### src/rtl/m_countdown_ctrl.sv
// Countdown-timer controller: prescaled 1 s tick drives a two-digit BCD down-counter
// through IDLE/RUN/PAUSE/ALARM under one-cycle command pulses (priority rst>clr>stop>start>load_en).
module m_countdown_ctrl #(
    parameter int TICK_DIV  = 10000000,
    parameter int ALARM_LEN = 3
) (
    input  logic       clk,
    input  logic       rst,
    input  logic       start,
    input  logic       stop,
    input  logic       clr,
    input  logic       load_en,
    input  logic [7:0] load_val,
    output logic [7:0] sec_bcd,
    output logic       tick,
    output logic       running,
    output logic       alarm,
    output logic [1:0] state
);

    localparam int             PW         = (TICK_DIV > 1) ? $clog2(TICK_DIV) : 1;
    localparam logic [PW-1:0]  PRESC_MAX  = PW'(TICK_DIV - 1);
    localparam logic [3:0]     ALARM_LAST = 4'(ALARM_LEN - 1);

    typedef enum logic [1:0] {
        IDLE  = 2'd0,
        RUN   = 2'd1,
        PAUSE = 2'd2,
        ALARM = 2'd3
    } state_t;

    state_t          st;
    logic [PW-1:0]   presc;
    logic [PW-1:0]   presc_inc;
    logic [3:0]      alarm_cnt;

    function automatic logic [3:0] clamp9(input logic [3:0] n);
        return (n > 4'd9) ? 4'd9 : n;
    endfunction

    function automatic logic [7:0] bcd_dec(input logic [7:0] v);
        if (v[3:0] == 4'd0)
            return {v[7:4] - 4'd1, 4'd9};
        else
            return {v[7:4], v[3:0] - 4'd1};
    endfunction

    assign presc_inc = (presc == PRESC_MAX) ? '0 : presc + PW'(1);
    assign tick      = (presc == PRESC_MAX) && ((st == RUN) || (st == ALARM));
    assign state     = st;

    always_ff @(posedge clk) begin
        if (rst || clr) begin
            st        <= IDLE;
            sec_bcd   <= 8'h00;
            presc     <= '0;
            alarm_cnt <= 4'd0;
            running   <= 1'b0;
            alarm     <= 1'b0;
        end else begin
            case (st)
                IDLE: begin
                    // stop has nothing to do here but still masks start/load_en
                    if (!stop && start) begin
                        if (sec_bcd != 8'h00) begin
                            st      <= RUN;
                            running <= 1'b1;
                            presc   <= '0;
                        end
                    end else if (!stop && load_en) begin
                        sec_bcd <= {clamp9(load_val[7:4]), clamp9(load_val[3:0])};
                    end
                end
                RUN: begin
                    // prescaler keeps counting on the stop edge; PAUSE then holds it
                    presc <= presc_inc;
                    if (stop) begin
                        st      <= PAUSE;
                        running <= 1'b0;
                    end else if (tick) begin
                        if (sec_bcd == 8'h01) begin
                            sec_bcd   <= 8'h00;
                            st        <= ALARM;
                            running   <= 1'b0;
                            alarm     <= 1'b1;
                            presc     <= '0;
                            alarm_cnt <= 4'd0;
                        end else begin
                            sec_bcd <= bcd_dec(sec_bcd);
                        end
                    end
                end
                PAUSE: begin
                    if (!stop && start) begin
                        st      <= RUN;
                        running <= 1'b1;
                    end
                end
                ALARM: begin
                    presc <= presc_inc;
                    if (stop || (tick && alarm_cnt == ALARM_LAST)) begin
                        st        <= IDLE;
                        alarm     <= 1'b0;
                        sec_bcd   <= 8'h00;
                        presc     <= '0;
                        alarm_cnt <= 4'd0;
                    end else if (tick) begin
                        alarm_cnt <= alarm_cnt + 4'd1;
                    end
                end
                default: begin
                    st      <= IDLE;
                    running <= 1'b0;
                    alarm   <= 1'b0;
                end
            endcase
        end
    end

endmodule

### config.mk
export PLATFORM = sky130hd
export DESIGN_NAME = m_countdown_ctrl
export DESIGN_NICKNAME = d
export VERILOG_FILES = /design/src/rtl/m_countdown_ctrl.sv
export SDC_FILE = /design/constraint.sdc
export NUM_CORES = 1
export LEC_CHECK = 0
export BUFFER_PORTS_ARGS = -buffer_cell sky130_fd_sc_hd__buf_2
export CAP_MARGIN = 0
export CORE_ASPECT_RATIO = 1.5
export CORE_MARGIN = 1.5
export CORE_UTILIZATION = 59
export DETAILED_ROUTE_END_ITERATION = 8
export HOLD_SLACK_MARGIN = 0.03
export PLACE_DENSITY_LB_ADDON = 0.05
export SYNTH_ARGS = -nofsm -noshare
export SYNTH_HDL_FRONTEND = slang
export SYNTH_SLANG_ARGS = --single-unit
### constraint.sdc
create_clock -name clk -period 2.4 [get_ports clk]
set_clock_uncertainty 0.15 [all_clocks]
set_input_delay 0.36 -clock clk [delete_from_list [all_inputs] [get_ports clk]]
set_output_delay 0.36 -clock clk [all_outputs]
set_load 0.01 [all_outputs]
==> flow_metrics.env <==
export IMPL_reg2regPathDepth=5
export IMPL_synth_async_reset_ratio_pct=0
export IMPL_setup_ws_ps=54.86
export IMPL_status="complete, no violations"
export IMPL_gr_total_overflow=0
export IMPL_vdd_drop_max_mv=0.5116
export IMPL_hold_viol_final=0
export IMPL_slew_headroom_pct=65.22
export IMPL_coreArea_um2=4209
export IMPL_placed_cells=383
export IMPL_yosysSeqAreaShare_pct=31.16
export IMPL_ys_top_cells_by_area="dfxtp_1 31%, nand2_1 4.4%, nand3_1 4.1%, a21oi_2 3.7%, mux2i_1 3.5%"
export IMPL_drt_initial_drc_count=123
export IMPL_die_area_um2=4769
export IMPL_finalSetupViolCount=0
export IMPL_io_buffers=26
export IMPL_grt_max_degree=36
export IMPL_routed_via_density=6.508
export IMPL_firstDrtPassIters=4
export IMPL_grt_pass1_wl_mm=11.04
export IMPL_wirelength_mm=6.727
export IMPL_multiInputGateArea_um2=1667
export IMPL_dpl_hpwl_mm=5.105
export IMPL_hold_path_class="in -> reg"
export IMPL_netlist_area_um2=2570
export IMPL_numCtsBuffers=5
export IMPL_nets=365
export IMPL_stdcell_count=390
export IMPL_cts_setup_buffers=0
export IMPL_dieHeight_um=83.83
export IMPL_worstHoldStart="load_val[6]"
export IMPL_rsz0062_at_grt="false"
export IMPL_clock_latency_ps=300
export IMPL_num_rows=29
export IMPL_antenna_cells=0
export IMPL_syn_instance_count=307
export IMPL_ff_latch_area_um2=803.3
export IMPL_antenna_left=0
export IMPL_clkSinkCount=40
export IMPL_grt_pass1_vias=2405
export IMPL_slew_violations=0
export IMPL_path_clk_slew_ps=70
export IMPL_period_minus_slack_ps=2345
export IMPL_layout_drive_gt1_share_pct=25.29
export IMPL_gp_congestion=0.9430
export IMPL_antenna_found_initial=0
export IMPL_r2r_end="sec_bcd[5]$_SDFFE_PP0P_"
export IMPL_ios=27
export IMPL_tritoncts="done"
export IMPL_initial_core_util_pct=61.06
export IMPL_powerDensity_nw_per_um2=433.2
export IMPL_synthFlopType="dfxtp_1"
export IMPL_vias=2538
export IMPL_whs_ps=279.4
export IMPL_wl_per_cell_um=17.25
export IMPL_reg2reg_slack_ps=80
export IMPL_worstSetupStartpointType="flip-flop"
export IMPL_critPathCaptureType="output port"
export IMPL_critPathKind="reg -> out"
export IMPL_path_cells="or3b_2 -> nor4_1 -> nand4_1 -> nor2_1 -> buf_2"
export IMPL_die_width_um=56.89
export IMPL_fmax_ghz=0.4264
export IMPL_synth_top_cell_area_share_pct=31.16
export IMPL_cp_max_fo=9
export IMPL_power_leakage_nw=1.084
export IMPL_synth_top_cell_by_area="dfxtp_1"
export IMPL_fin_total_pwr_mw=1.278
export IMPL_synth_edf_count=0
export IMPL_cts_max_path_buffers=2
export IMPL_hold_path_endpoint="sec_bcd[6]$_SDFFE_PP0P_"
export IMPL_cts_root_buf="clkbuf_8"
export IMPL_ys_warn_count=0
export IMPL_fill_cells=362
export IMPL_grt_util_all_layers_pct=29.16
export IMPL_max_stage_delay_ps=470
export IMPL_cap_violations=0
export IMPL_min_path_cells=4
export IMPL_dpl_worst_slack_ps=-21.31
export IMPL_htreeDepth=2
export IMPL_syn_to_final_growth_pct=14.85
export IMPL_yosysUniqueCellTypes=66
export IMPL_worst_slew_pin_slew_ps=520.9
export IMPL_drc_errors=0
export IMPL_crit_slowest_cell="or3b_2"
export IMPL_crit_arrival_ps=1840
export IMPL_synth_avg_cell_area_um2=8.371
export IMPL_required_ps=1890
export IMPL_reg2reg_from="presc[14]$_SDFFE_PP0P_"
export IMPL_ys_ff_latch=40
export IMPL_timing_final_crit_share_pct=97.71
export IMPL_syn_nets=328
[cell usage in the layout, fill, tap and decap left out, types with 3 or more instances in the layout]
cell / instances
a21oi_1: 14
a21oi_2: 11
a22o_1: 3
a31oi_1: 13
and2_1: 5
and3_1: 6
buf_2: 26
buf_4: 15
clkbuf_8: 7
dfxtp_1: 38
ha_1: 6
inv_1: 12
mux2i_1: 9
nand2_1: 30
nand2b_1: 5
nand3_1: 20
nand4_1: 9
nor2_1: 20
nor3_1: 4
nor4_1: 4
o211ai_1: 3
o21ai_0: 7
o31ai_1: 4
or3b_2: 6
xnor2_1: 3
[worst max-delay path by stage]
| stage | slack [ps] | from | to | cells after the start |
|---|---|---|---|---|
| CTS | 50 | presc[0]$_SDFFE_PP0P_ | tick | 7 |
| global placement | 20 | sec_bcd[1]$_SDFFE_PP0P_ | sec_bcd[5]$_SDFFE_PP0P_ | 7 |
| global route | 0.7 | presc[13]$_SDFFE_PP0P_ | tick | 5 |
| detailed placement | -20 | sec_bcd[1]$_SDFFE_PP0P_ | sec_bcd[5]$_SDFFE_PP0P_ | 7 |
| finish | 50 | presc[13]$_SDFFE_PP0P_ | tick | 5 |
| floorplan | 240 | presc[0]$_SDFFE_PP0P_ | presc[7]$_SDFFE_PP0P_ | 8 |
[where the power goes]
group / internal [mW] / switching [mW] / total, mW
clock: 0.256 / 0.234 / 0.490
combinational: 0.0488 / 0.0686 / 0.117
sequential: 0.666 / 0.00522 / 0.671
total: 0.971 / 0.307 / 1.28
[stage by stage]
| step | TNS [ps] | util (%) | cell area (µm²) |
|---|---|---|---|
| 2_1_floorplan | 0 | - | 2570 |
| 3_3_place_gp | 0 | 67.45 | 2839 |
| 3_5_place_dp | -21.31 | 67.45 | 2839 |
| 6_report | 0 | 70.12 | 2952 |
| 5_1_grt | 0 | 70.12 | 2952 |
| 4_1_cts | 0 | 70.01 | 2947 |
[synthesized netlist by cell type (2+ instances only)]
library cell  count
nor3_1            4
o21ai_0           7
and3_1            6
mux2i_1           9
a32oi_1           2
nand4_1           9
a31o_1            2
a211oi_1          2
nand3b_1          2
a41oi_1           2
o32ai_1           2
a22o_1            3
o21ai_1           3
a21oi_2          11
nor4_1            4
a21oi_1          14
nor2_1           21
nand4b_1          2
o221a_1           2
a311oi_1          2
nand2_1          30
nor4_2            2
nand2b_1          5
a31oi_1          13
clkbuf_1          7
and2_1            5
or2b_1            2
dfxtp_1          40
inv_1            12
or3b_2            6
nand3_1          21
or3_1             2
o211ai_1          3
o31ai_1           4
buf_2             2
o21a_1            2
buf_6             3
xnor2_1           3
o2bb2ai_1         2
nor2b_1           2
ha_1              7
[final cells by class]
type	count	share of cell area [%]
Tap cell	46	1.950
Sequential cell	40	27.21
Inverter	12	1.526
Multi-Input combinational cell	242	56.46
Clock buffer	7	3.264
Timing Repair Buffer	43	9.580
[kinds of logic (layout without fill, tap and decap cells)]
logic type,count (synthesis),in the layout,synth area share [%]
AND/OR/NAND/NOR,135,135,30.28
AO/OA/AOI/OAI,88,88,25.56
flip-flops,40,40,31.16
buffers and inverters,25,62,5.063
multiplexers,9,9,3.505
adder cells (fa/ha/maj),7,7,3.408
XOR/XNOR,3,3,1.023
[routing by layer]
metal / vias up / wire, µm / track usage (%)
met1: 1211 / 2542 / 30.08
met2: 70 / 3844 / 56.11
met5: - / 0 / 0
met3: 18 / 169 / 3.566
met4: 0 / 170 / 12.68
li1: 1239 / - / -
[what timing repair did]
action,in CTS,in global routing
hold buffers,0,0
endpoints found under the setup margin,4,1
gates resized for setup,3,3
[registers in the layout, summed over array words and instances, names as in the netlist]
| register | count |
|---|---|
| alarm_cnt | 4 |
| sec_bcd | 8 |
| alarm | 1 |
| state | 2 |
| presc | 24 |
| running | 1 |
[worst max-delay path: cells and delay by family (launching register included)]
kind | cells | cell delay (ps)
buffers and inverters | 1 | 140
flip-flops | 1 | 390
AND/OR/NAND/NOR | 4 | 1000
Note: power is estimated with default switching activity, not from simulation.
